$ cat config.mk
export PLATFORM = sky130hd
export DESIGN_NAME = v_resv_tracker
export DESIGN_NICKNAME = d
export VERILOG_FILES = /design/src/rtl/v_resv_tracker_pkg.sv /design/src/rtl/v_reg_resv.sv /design/src/rtl/v_resv_tracker.sv
export SDC_FILE = /design/constraint.sdc
export NUM_CORES = 1
export LEC_CHECK = 0
export CAP_MARGIN = 20
export CELL_PAD_IN_SITES_DETAIL_PLACEMENT = 0
export CELL_PAD_IN_SITES_GLOBAL_PLACEMENT = 1
export CORE_UTILIZATION = 25
export CTS_CLUSTER_DIAMETER = 60
export DETAILED_ROUTE_END_ITERATION = 6
export PLACE_DENSITY = 0.5
export SETUP_SLACK_MARGIN = 0.2
export SLEW_MARGIN = 20
export SYNTH_ARGS = -nofsm -noshare
export SYNTH_HDL_FRONTEND = slang
export SYNTH_SLANG_ARGS = --single-unit
export TNS_END_PERCENT = 10
$ cat constraint.sdc
create_clock -name clk -period 13.6 [get_ports clk]
set_input_delay 1.36 -clock clk [delete_from_list [all_inputs] [get_ports clk]]
set_output_delay 1.36 -clock clk [all_outputs]
set_load 0.005 [all_outputs]
$ cat src/rtl/v_resv_tracker_pkg.sv
// Shared types and timing defaults for the vector reservation tracker.
// Counters are 8 bits so that the longest reservation, 64+16 cycles, fits.
package v_resv_tracker_pkg;

  localparam int NREG = 8;
  localparam int CW   = 8;

  localparam int READ_LAT_D     = 2;
  localparam int WRITE_LAT_D    = 1;
  localparam int CHAIN_WINDOW_D = 1;
  localparam int FU_EXTRA_D     = 1;

  typedef logic [CW-1:0] cnt_t;

  typedef enum logic [2:0] {
    S_IDLE,
    S_RD,
    S_WR_LEAD,
    S_WR_CHAIN,
    S_WR_DRAIN
  } resv_state_e;

  function automatic cnt_t max_cnt(cnt_t a, cnt_t b);
    return (a > b) ? a : b;
  endfunction

endpackage

$ cat src/rtl/v_reg_resv.sv
// Reservation FSM for one vector register: rem_q counts the busy cycles
// left, ph_q counts the cycles left in the lead or chain phase.
module v_reg_resv
  import v_resv_tracker_pkg::*;
(
  input  logic clk,
  input  logic rst,
  input  logic wr_start_i,
  input  logic rd_start_i,
  input  cnt_t wr_len_i,
  input  cnt_t rd_len_i,
  input  cnt_t lead_i,
  input  cnt_t chl_i,
  output logic busy_o,
  output logic chain_n_o
);

  resv_state_e state_q, state_d;
  cnt_t        rem_q, rem_d;
  cnt_t        ph_q, ph_d;
  cnt_t        chl_q, chl_d;
  logic        chaining;

  always_comb begin
    state_d  = state_q;
    rem_d    = rem_q;
    ph_d     = ph_q;
    chl_d    = chl_q;
    chaining = (state_q == S_WR_LEAD) ||
               (state_q == S_WR_CHAIN);

    if (state_q != S_IDLE) begin
      rem_d = rem_q - 8'd1;
      if (rem_q == 8'd1) begin
        state_d = S_IDLE;
      end else begin
        unique case (state_q)
          S_WR_LEAD: begin
            if (ph_q == 8'd1) begin
              state_d = S_WR_CHAIN;
              ph_d    = chl_q;
            end else begin
              ph_d = ph_q - 8'd1;
            end
          end
          S_WR_CHAIN: begin
            if (ph_q == 8'd1) state_d = S_WR_DRAIN;
            else              ph_d = ph_q - 8'd1;
          end
          default: ;
        endcase
      end
    end

    if (wr_start_i) begin
      rem_d = rd_start_i ? max_cnt(wr_len_i, rd_len_i)
                         : wr_len_i;
      chl_d = chl_i;
      if (lead_i != '0) begin
        state_d = S_WR_LEAD;
        ph_d    = lead_i;
      end else begin
        state_d = S_WR_CHAIN;
        ph_d    = chl_i;
      end
    end else if (rd_start_i && chaining) begin
      // chained operand: keep the write path, stretch busy
      if (rd_len_i > rem_d) begin
        rem_d = rd_len_i;
        if (state_d == S_IDLE) state_d = S_WR_DRAIN;
      end
    end else if (rd_start_i) begin
      state_d = S_RD;
      rem_d   = rd_len_i;
    end
  end

  always_ff @(posedge clk) begin
    if (rst) begin
      state_q <= S_IDLE;
      rem_q   <= '0;
      ph_q    <= '0;
      chl_q   <= '0;
    end else begin
      state_q <= state_d;
      rem_q   <= rem_d;
      ph_q    <= ph_d;
      chl_q   <= chl_d;
    end
  end

  assign busy_o    = (state_q != S_IDLE);
  assign chain_n_o = (state_q != S_WR_CHAIN);

endmodule

$ cat src/rtl/v_resv_tracker.sv
// Vector register and FU reservation tracker feeding v_scheduler's
// busy/chain inputs, one cycle behind issue.
module v_resv_tracker
  import v_resv_tracker_pkg::*;
#(
  parameter int LOGDEPTH     = 6,
  parameter int READ_LAT     = READ_LAT_D,
  parameter int WRITE_LAT    = WRITE_LAT_D,
  parameter int CHAIN_WINDOW = CHAIN_WINDOW_D,
  parameter int FU_EXTRA     = FU_EXTRA_D
) (
  input  logic                clk,
  input  logic                rst,
  input  logic                i_v_issue,
  input  logic [NREG-1:0]     i_vwrite_start,
  input  logic [NREG-1:0]     i_vread_start,
  input  logic [NREG-1:0]     i_vfu_start,
  input  logic [3:0]          i_fu_delay,
  input  logic [LOGDEPTH:0]   i_vl,
  output logic [NREG-1:0]     o_vreg_busy,
  output logic [NREG-1:0]     o_vreg_chain_n,
  output logic [NREG-1:0]     o_vfu_busy,
  output logic                o_any_busy
);

  cnt_t            l_eff, f_lat;
  cnt_t            wr_len, rd_len;
  cnt_t            lead, chl, fu_len;
  logic [NREG-1:0] wr_go, rd_go, fu_go;
  cnt_t            fu_q [NREG];
  cnt_t            fu_d [NREG];

  always_comb begin
    l_eff  = (i_vl == '0) ? cnt_t'(1 << LOGDEPTH)
                          : cnt_t'(i_vl);
    f_lat  = cnt_t'(i_fu_delay) + cnt_t'(WRITE_LAT);
    wr_len = f_lat + l_eff - 8'd1;
    rd_len = l_eff + cnt_t'(READ_LAT);
    lead   = f_lat - 8'd1;
    fu_len = l_eff + cnt_t'(FU_EXTRA);
    // chain window never outlives the write itself
    chl    = (l_eff < cnt_t'(CHAIN_WINDOW)) ? l_eff
                                            : cnt_t'(CHAIN_WINDOW);
    wr_go  = i_vwrite_start & {NREG{i_v_issue}};
    rd_go  = i_vread_start  & {NREG{i_v_issue}};
    fu_go  = i_vfu_start    & {NREG{i_v_issue}};
  end

  for (genvar g = 0; g < NREG; g++) begin : g_reg
    v_reg_resv u_reg (
      .clk       (clk),
      .rst       (rst),
      .wr_start_i(wr_go[g]),
      .rd_start_i(rd_go[g]),
      .wr_len_i  (wr_len),
      .rd_len_i  (rd_len),
      .lead_i    (lead),
      .chl_i     (chl),
      .busy_o    (o_vreg_busy[g]),
      .chain_n_o (o_vreg_chain_n[g])
    );
  end

  always_comb begin
    for (int n = 0; n < NREG; n++) begin
      if (fu_go[n])            fu_d[n] = fu_len;
      else if (fu_q[n] != '0)  fu_d[n] = fu_q[n] - 8'd1;
      else                     fu_d[n] = '0;
      o_vfu_busy[n] = (fu_q[n] != '0);
    end
  end

  always_ff @(posedge clk) begin
    if (rst) begin
      for (int n = 0; n < NREG; n++) fu_q[n] <= '0;
    end else begin
      for (int n = 0; n < NREG; n++) fu_q[n] <= fu_d[n];
    end
  end

  assign o_any_busy = (|o_vreg_busy) | (|o_vfu_busy);

endmodule
### Word-level counts from Yosys, hierarchy flattened

Memory sizes are Yosys's and may differ from the RTL's.
Index checks and enable logic that the tools add are counted.

| word-level totals | value |
|---|---|
| register bits after elaboration | 216 |
| bits in writable memories | 64 |
| bits of input ports | 38 |
| output and inout bits | 25 |
| logic and storage cells | 417 |
| memories | 1 |

Memory list:

| memory | depth | width | rd ports | clocked after memory_dff | wr ports | RTL line | text |
|---|---|---|---|---|---|---|---|
| fu_q | 8 | 8 | 8 | 0 | 8 | v_resv_tracker.sv:30 | `cnt_t fu_q [NREG];` |

| cells by class | value |
|---|---|
| add/sub/neg operators | 30 |
| order comparisons | 10 |
| eq/ne operators | 56 |
| mux-type cells | 208 |
| bitwise gates (word level) | 12 |
| reductions and logical operators | 68 |

Operators by type and width:

| cell | count |
|---|---|
| 8-bit two-way mux | 114 |
| 3-bit two-way mux | 72 |
| 8-bit by 1-bit subtractor with 8-bit output, second input constant | 25 |
| 8-bit by 1-bit == test with 1-bit output, second input constant | 16 |
| 8-bit one-hot mux with 2 select lines | 8 |
| 8-bit > comparator | 9 |
| 8-bit nonzero test | 9 |
| 3-bit by 2-bit == test with 1-bit output, second input constant | 16 |
| 3-bit one-hot mux with 2 select lines | 8 |
| 3-bit nonzero test | 16 |
| 4-bit AND reduction | 8 |
| 8-bit bitwise AND | 3 |
| 3-bit logical NOT | 8 |
| 3-bit by 2-bit inequality test with 1-bit output, second input constant | 8 |
| 3-bit inequality test, second input constant | 8 |
| 2-bit inequality test, second input constant | 8 |
| 2-bit nonzero test | 8 |
| 8-bit OR reduction | 2 |
| 7-bit two-way mux | 2 |
| 1-bit bitwise OR | 9 |
| 5-bit by 7-bit adder with 8-bit output | 1 |
| 7-bit by 1-bit adder with 8-bit output, second input constant | 1 |
| 7-bit by 2-bit adder with 8-bit output, second input constant | 1 |
| 1-bit logical AND | 8 |
| 6 further kinds | 16 |

### Depth between registers and ports, before layout

| depth | value |
|---|---|
| word-level depth | 10 |
| gate-level depth with buffers | 26 |

### By module

From an unflattened synthesis, not the netlist that was laid out.

| second synthesis, totals | value |
|---|---|
| cell total of the unflattened synthesis | 2487 |
| area total of the unflattened synthesis | 20893.8 um2 |

By module, submodules not included:

| module | instances | cells each | area an instance (um2) |
|---|---|---|---|
| v_reg_resv | 8 | 242 | 2072.0 |
| v_resv_tracker | 1 | 551 | 4317.9 |

### Least setup slack after synthesis

OpenSTA, ideal clock, no wires.

| timing | value |
|---|---|
| kind | input to register |
| from | input port i_vl[2] |
| to | register g_reg[3].u_reg.rem_q[1] |
| arrival | 6367 ps |
| path slack | 7099 ps |
| stages on the path | 22 |
| path buffers | 3 |
| path through | buf_4 -> or4b_4 -> nand2b_4 -> and2_1 -> clkbuf_2 -> inv_1 -> ha_1 -> inv_1 -> ha_1 -> inv_1 -> fa_1 -> nor2b_1 -> o21ai_0 -> a21oi_1 -> ha_1 -> a211oi_2 -> o21bai_2 -> or3_1 -> buf_6 -> a21oi_4 -> a211oi_1 -> or4_1 |

| on the way | value |
|---|---|
| longest elaborated chain between the ends | 8 |
| elaborated cells between the ends (all ways) | 13 |

RTL lines:

| item | RTL line | text |
|---|---|---|
| start, declared | v_resv_tracker.sv:19 | `input logic [LOGDEPTH:0] i_vl,` |
| 7-bit logical NOT | v_resv_tracker.sv:34 | `l_eff = (i_vl == '0) ? cnt_t'(1 << LOGDEPTH)` |
| 7-bit two-way mux * | v_resv_tracker.sv:34 |  |
| 5-bit by 7-bit adder with 8-bit output | v_resv_tracker.sv:37 | `wr_len = f_lat + l_eff - 8'd1;` |
| 8-bit by 1-bit subtractor with 8-bit output | v_resv_tracker.sv:37 |  |
| 8-bit > comparator | v_resv_tracker_pkg.sv:24 | `return (a > b) ? a : b;` |
| 8-bit two-way mux | v_resv_tracker_pkg.sv:24 |  |
| 8-bit two-way mux | v_reg_resv.sv:56 | `rem_d = rd_start_i ? max_cnt(wr_len_i, rd_len_i)` |
| 8-bit two-way mux * | v_reg_resv.sv:55 | `if (wr_start_i) begin` |
| end signal, assigned | v_reg_resv.sv:86 | `rem_q <= rem_d;` |
| end, declared | v_reg_resv.sv:19 | `cnt_t rem_q, rem_d;` |

Every way passes the cells marked *; elsewhere a longest branch is shown, timed or not.
A chain may end at the register's enable or synchronous reset.

### Final worst setup path

| timing | value |
|---|---|
| from | input port i_vl[0] |
| to | register g_reg[5].u_reg.rem_q[5] |

| on the way | value |
|---|---|
| longest elaborated chain between the ends | 8 |
| elaborated cells between the ends (all ways) | 13 |

RTL lines:

| item | RTL line |
|---|---|
| 7-bit logical NOT | v_resv_tracker.sv:34 |
| 7-bit two-way mux * | v_resv_tracker.sv:34 |
| 5-bit by 7-bit adder with 8-bit output | v_resv_tracker.sv:37 |
| 8-bit by 1-bit subtractor with 8-bit output | v_resv_tracker.sv:37 |
| 8-bit > comparator | v_resv_tracker_pkg.sv:24 |
| 8-bit two-way mux | v_resv_tracker_pkg.sv:24 |
| 8-bit two-way mux | v_reg_resv.sv:56 |
| 8-bit two-way mux * | v_reg_resv.sv:55 |
| end signal, assigned | v_reg_resv.sv:86 |
| end, declared | v_reg_resv.sv:19 |

Marks and branches as above.

==> results.md <==
- Synthesis Warnings: 0
- Layout Utilization: 29.1%
- Gates resized, CTS repair: 0
- Status: finished clean
- Syn Nets: 2465
- Gate power share: 39.1%
- Worst vdd ir: 80.4 uV
- Worst Path Max Fanout: 18
- Nets: 2478
- Max Clock Freq: 122 MHz
- Min Tclk post-route: 8.20 ns
- Starting DRT DRC Count: 994
- Layout fillers: 7791
- Initial Util: 25.2%
- Hold crit path type: flop to flop
- Largest area contributor in the netlist: dfxtp_1
- R2R Path Start: g_reg[7].u_reg.state_q[2]
- Total Neg Setup Slack: 0 ns
- Grt ovf: 0
- Ports: 63
- Post-CTS setup buffers: 0
- RSZ-0062 raised after global routing: no
- WP data required: 14.07 ns
- Power density over the cells: 160 nW/um^2
- Most frequent cell after synthesis: dfxtp_1
- H-tree depth: 2
- Avg Inst Size Synth: 8.01 um^2
- Clk sinks: 272
- Residual DRC: 0
- Drt pass-1 iters: 7
- Core area: 73000 um^2
- Delay-heaviest family, CP: buffers and inverters
- Wirelength, routed: 68.2 mm
- Die ar.: 74800 um^2
- Clk_lat worst skew: 0.58 ns
- Chip width: 273 um
- Fin crit share: 60.3%
- Int Pwr: 2.09 mW
- Flop pwr share: 30.6%
- Vias in the first global route: 17.0k
- Height of the chip: 273 um
- Hold path depth: 2
- Vias per inst: 5.22
- Crit-path max cell delay: 0.95 ns
- GRT Resource Usage Total: 18.1%
- Top_reg_cell synth: dfxtp_1
- Data arrival, critical path: 8.68 ns
- Ant diodes: 0
- Wire per inst: 20.7 um
- Final Slew Violations: 0
- Critical R2R Capture: g_reg[7].u_reg.rem_q[6]
- Final setup violation count: 0
- NetSw: 1.32 mW
- Post-synth EDFFs: 0
- Cell area after synthesis: 18400 um^2
- Largest net degree at the start of global routing: 57
- Rows: 99
- WS Path Type: primary input to flop
- Clock power share: 30.4%
- LEAKAGE: 8.14 nW
- Slew HR: 24.3%
- Gpl congestion: 0.852
- Buffers & Inverters on Critical Path: 7
- CP Capture Type: flop
- Yosys top cell area share: 29.6%
- Seq cells post-synth: 272
- Longest Clk Path Bufs: 3
- Layout area overhead: 15.3%
- Final Hold Fails: 0
- CTS tree: done
- First-pass GRT wire length: 104 mm
- Synth top cells by count: 272 x dfxtp_1, 218 x nand2_1, 215 x nor2_1
- Sw Share: 38.7%
- Initial antenna violation count: 3
- Root buf cell: clkbuf_16
- Port bufs: 62
- Min-delay src: g_reg[4].u_reg.chl_q[1]
- Sequential area share after synthesis: 29.6%
- Layout cells sized above 1: 8.45%
- Clock skew: 0.0365 ns
- Worst-path clk slew: 0.06 ns
- Worst-Margin Slew: 1.14 ns
- # hold bufs at CTS: 0
- Synth unique cells: 86
- DR vias: 17.2k
- R2R Setup Slk: 9.43 ns
- HPWL Detailed: 45.7 mm
- R2r worst-path depth: 11
- Startpoint Class: primary input
- Max-Cap Viols: 0
- Mapped Cells: 2298
- Slowest cell on crit path: and2_1
- Post-route ant nets: 0
- CTS buffer count: 41
- Worst hold path endpoint: g_reg[4].u_reg.chl_q[1]
- Ys async rst share: 0%
- Top cells by area, synth: dfxtp_1 30%, ha_1 8.7%, a21oi_1 4.9%
-- metal layers --
layer	up-vias	wire length (um)	track usage, %
li1	8409	-	-
met1	8336	33800	25.2
met2	365	29800	28.5
met3	103	2890	2.60
met4	4	1690	5.53
met5	-	23	0
-- sequential cells by signal, indices dropped and copies added (netlist names) --
signal,count
g.u_reg.chl_q,56
g.u_reg.state_q,24
g.u_reg.rem_q,64
g.u_reg.ph_q,64
fu_q,64
-- power by group through the flow --
stage               registers [mW]  logic (mW)  clock network [mW]
floorplan                     1.02       0.983                   0
global placement              1.05        1.31                   0
detailed placement            1.05        1.32                   0
CTS                           1.04        1.33                1.07
global route                  1.06        1.49                1.10
finish                        1.04        1.33                1.03
-- cell type report --
type / count / area [um^2] / share of cell area [%]
clock inverters: 17 / 160 / 0.754
repair buffers: 96 / 872 / 4.11
flip-flops and latches: 272 / 5450 / 25.6
inverters: 96 / 360 / 1.70
multi-input cells: 1804 / 12100 / 56.8
well taps: 959 / 1200 / 5.65
clock buffers: 57 / 1150 / 5.40
-- worst max path at each step --
stage,startpoint,to,slack (ns),depth (start not counted)
after floorplan,i_vl[2],g_reg[3].u_reg.rem_q[1],7.10,22
after global placement,i_vl[1],g_reg[5].u_reg.rem_q[4],5.24,25
after detailed placement,i_vl[0],g_reg[5].u_reg.rem_q[5],5.02,25
after CTS,i_vl[0],g_reg[5].u_reg.rem_q[5],5.58,25
after global routing,i_vl[0],g_reg[5].u_reg.rem_q[5],5.16,25
final,i_vl[0],g_reg[5].u_reg.rem_q[5],5.40,25
-- worst register-to-register path, cell delays in order, from the launching register on --
cell      delay, ns
dfxtp_1        0.42
or3_1          0.36
nor4b_1        0.60
nand2_1        0.13
xor2_1         0.26
ha_1           0.31
a21oi_1        0.15
o21ai_0        0.13
or3_1          0.32
o21ai_1        0.71
mux2_2         0.43
a221oi_2       0.26
-- metrics by stage --
stage / hold slack [ns] / instance area (um^2) / setup slack [ns] / instances / power, mW
2_1_floorplan: 0.433 / 18400 / 7.10 / 2298 / 2.00
6_report: 0.454 / 21200 / 5.40 / 3301 / 3.40
3_5_place_dp: 0.450 / 19900 / 5.02 / 3227 / 2.37
5_1_grt: 0.472 / 21200 / 5.16 / 3301 / 3.64
4_1_cts: 0.457 / 21200 / 5.58 / 3301 / 3.44
3_3_place_gp: 0.446 / 19900 / 5.24 / 3227 / 2.36
-- layout by cell type (no fill, tap or decap), types with 60 or more instances in the layout --
| master | synthesis | final |
|---|---|---|
| a211oi_1 | 118 | 118 |
| a21oi_1 | 182 | 182 |
| clkdlybuf4s50_1 | 0 | 60 |
| dfxtp_1 | 272 | 272 |
| ha_1 | 128 | 128 |
| inv_1 | 90 | 90 |
| nand2_1 | 218 | 218 |
| nand3_1 | 96 | 96 |
| nor2_1 | 215 | 214 |
| nor3_1 | 83 | 83 |
| xnor2_1 | 72 | 70 |
| xor2_1 | 65 | 64 |
-- kinds of logic (layout without fill, tap and decap cells) --
family                     after synthesis  in the layout  synth area share, %
and+or+nand+nor                        870            870                 23.4
buffers and inverters                  222            266                 5.13
muxes                                  113            113                 6.53
adders and majority gates              129            129                 8.80
AOI/OAI and AO/OA                      555            555                 20.1
DFF                                    272            272                 29.6
xor gates and xnor gates               137            137                 6.51
Power figures use the tool's default switching activity.
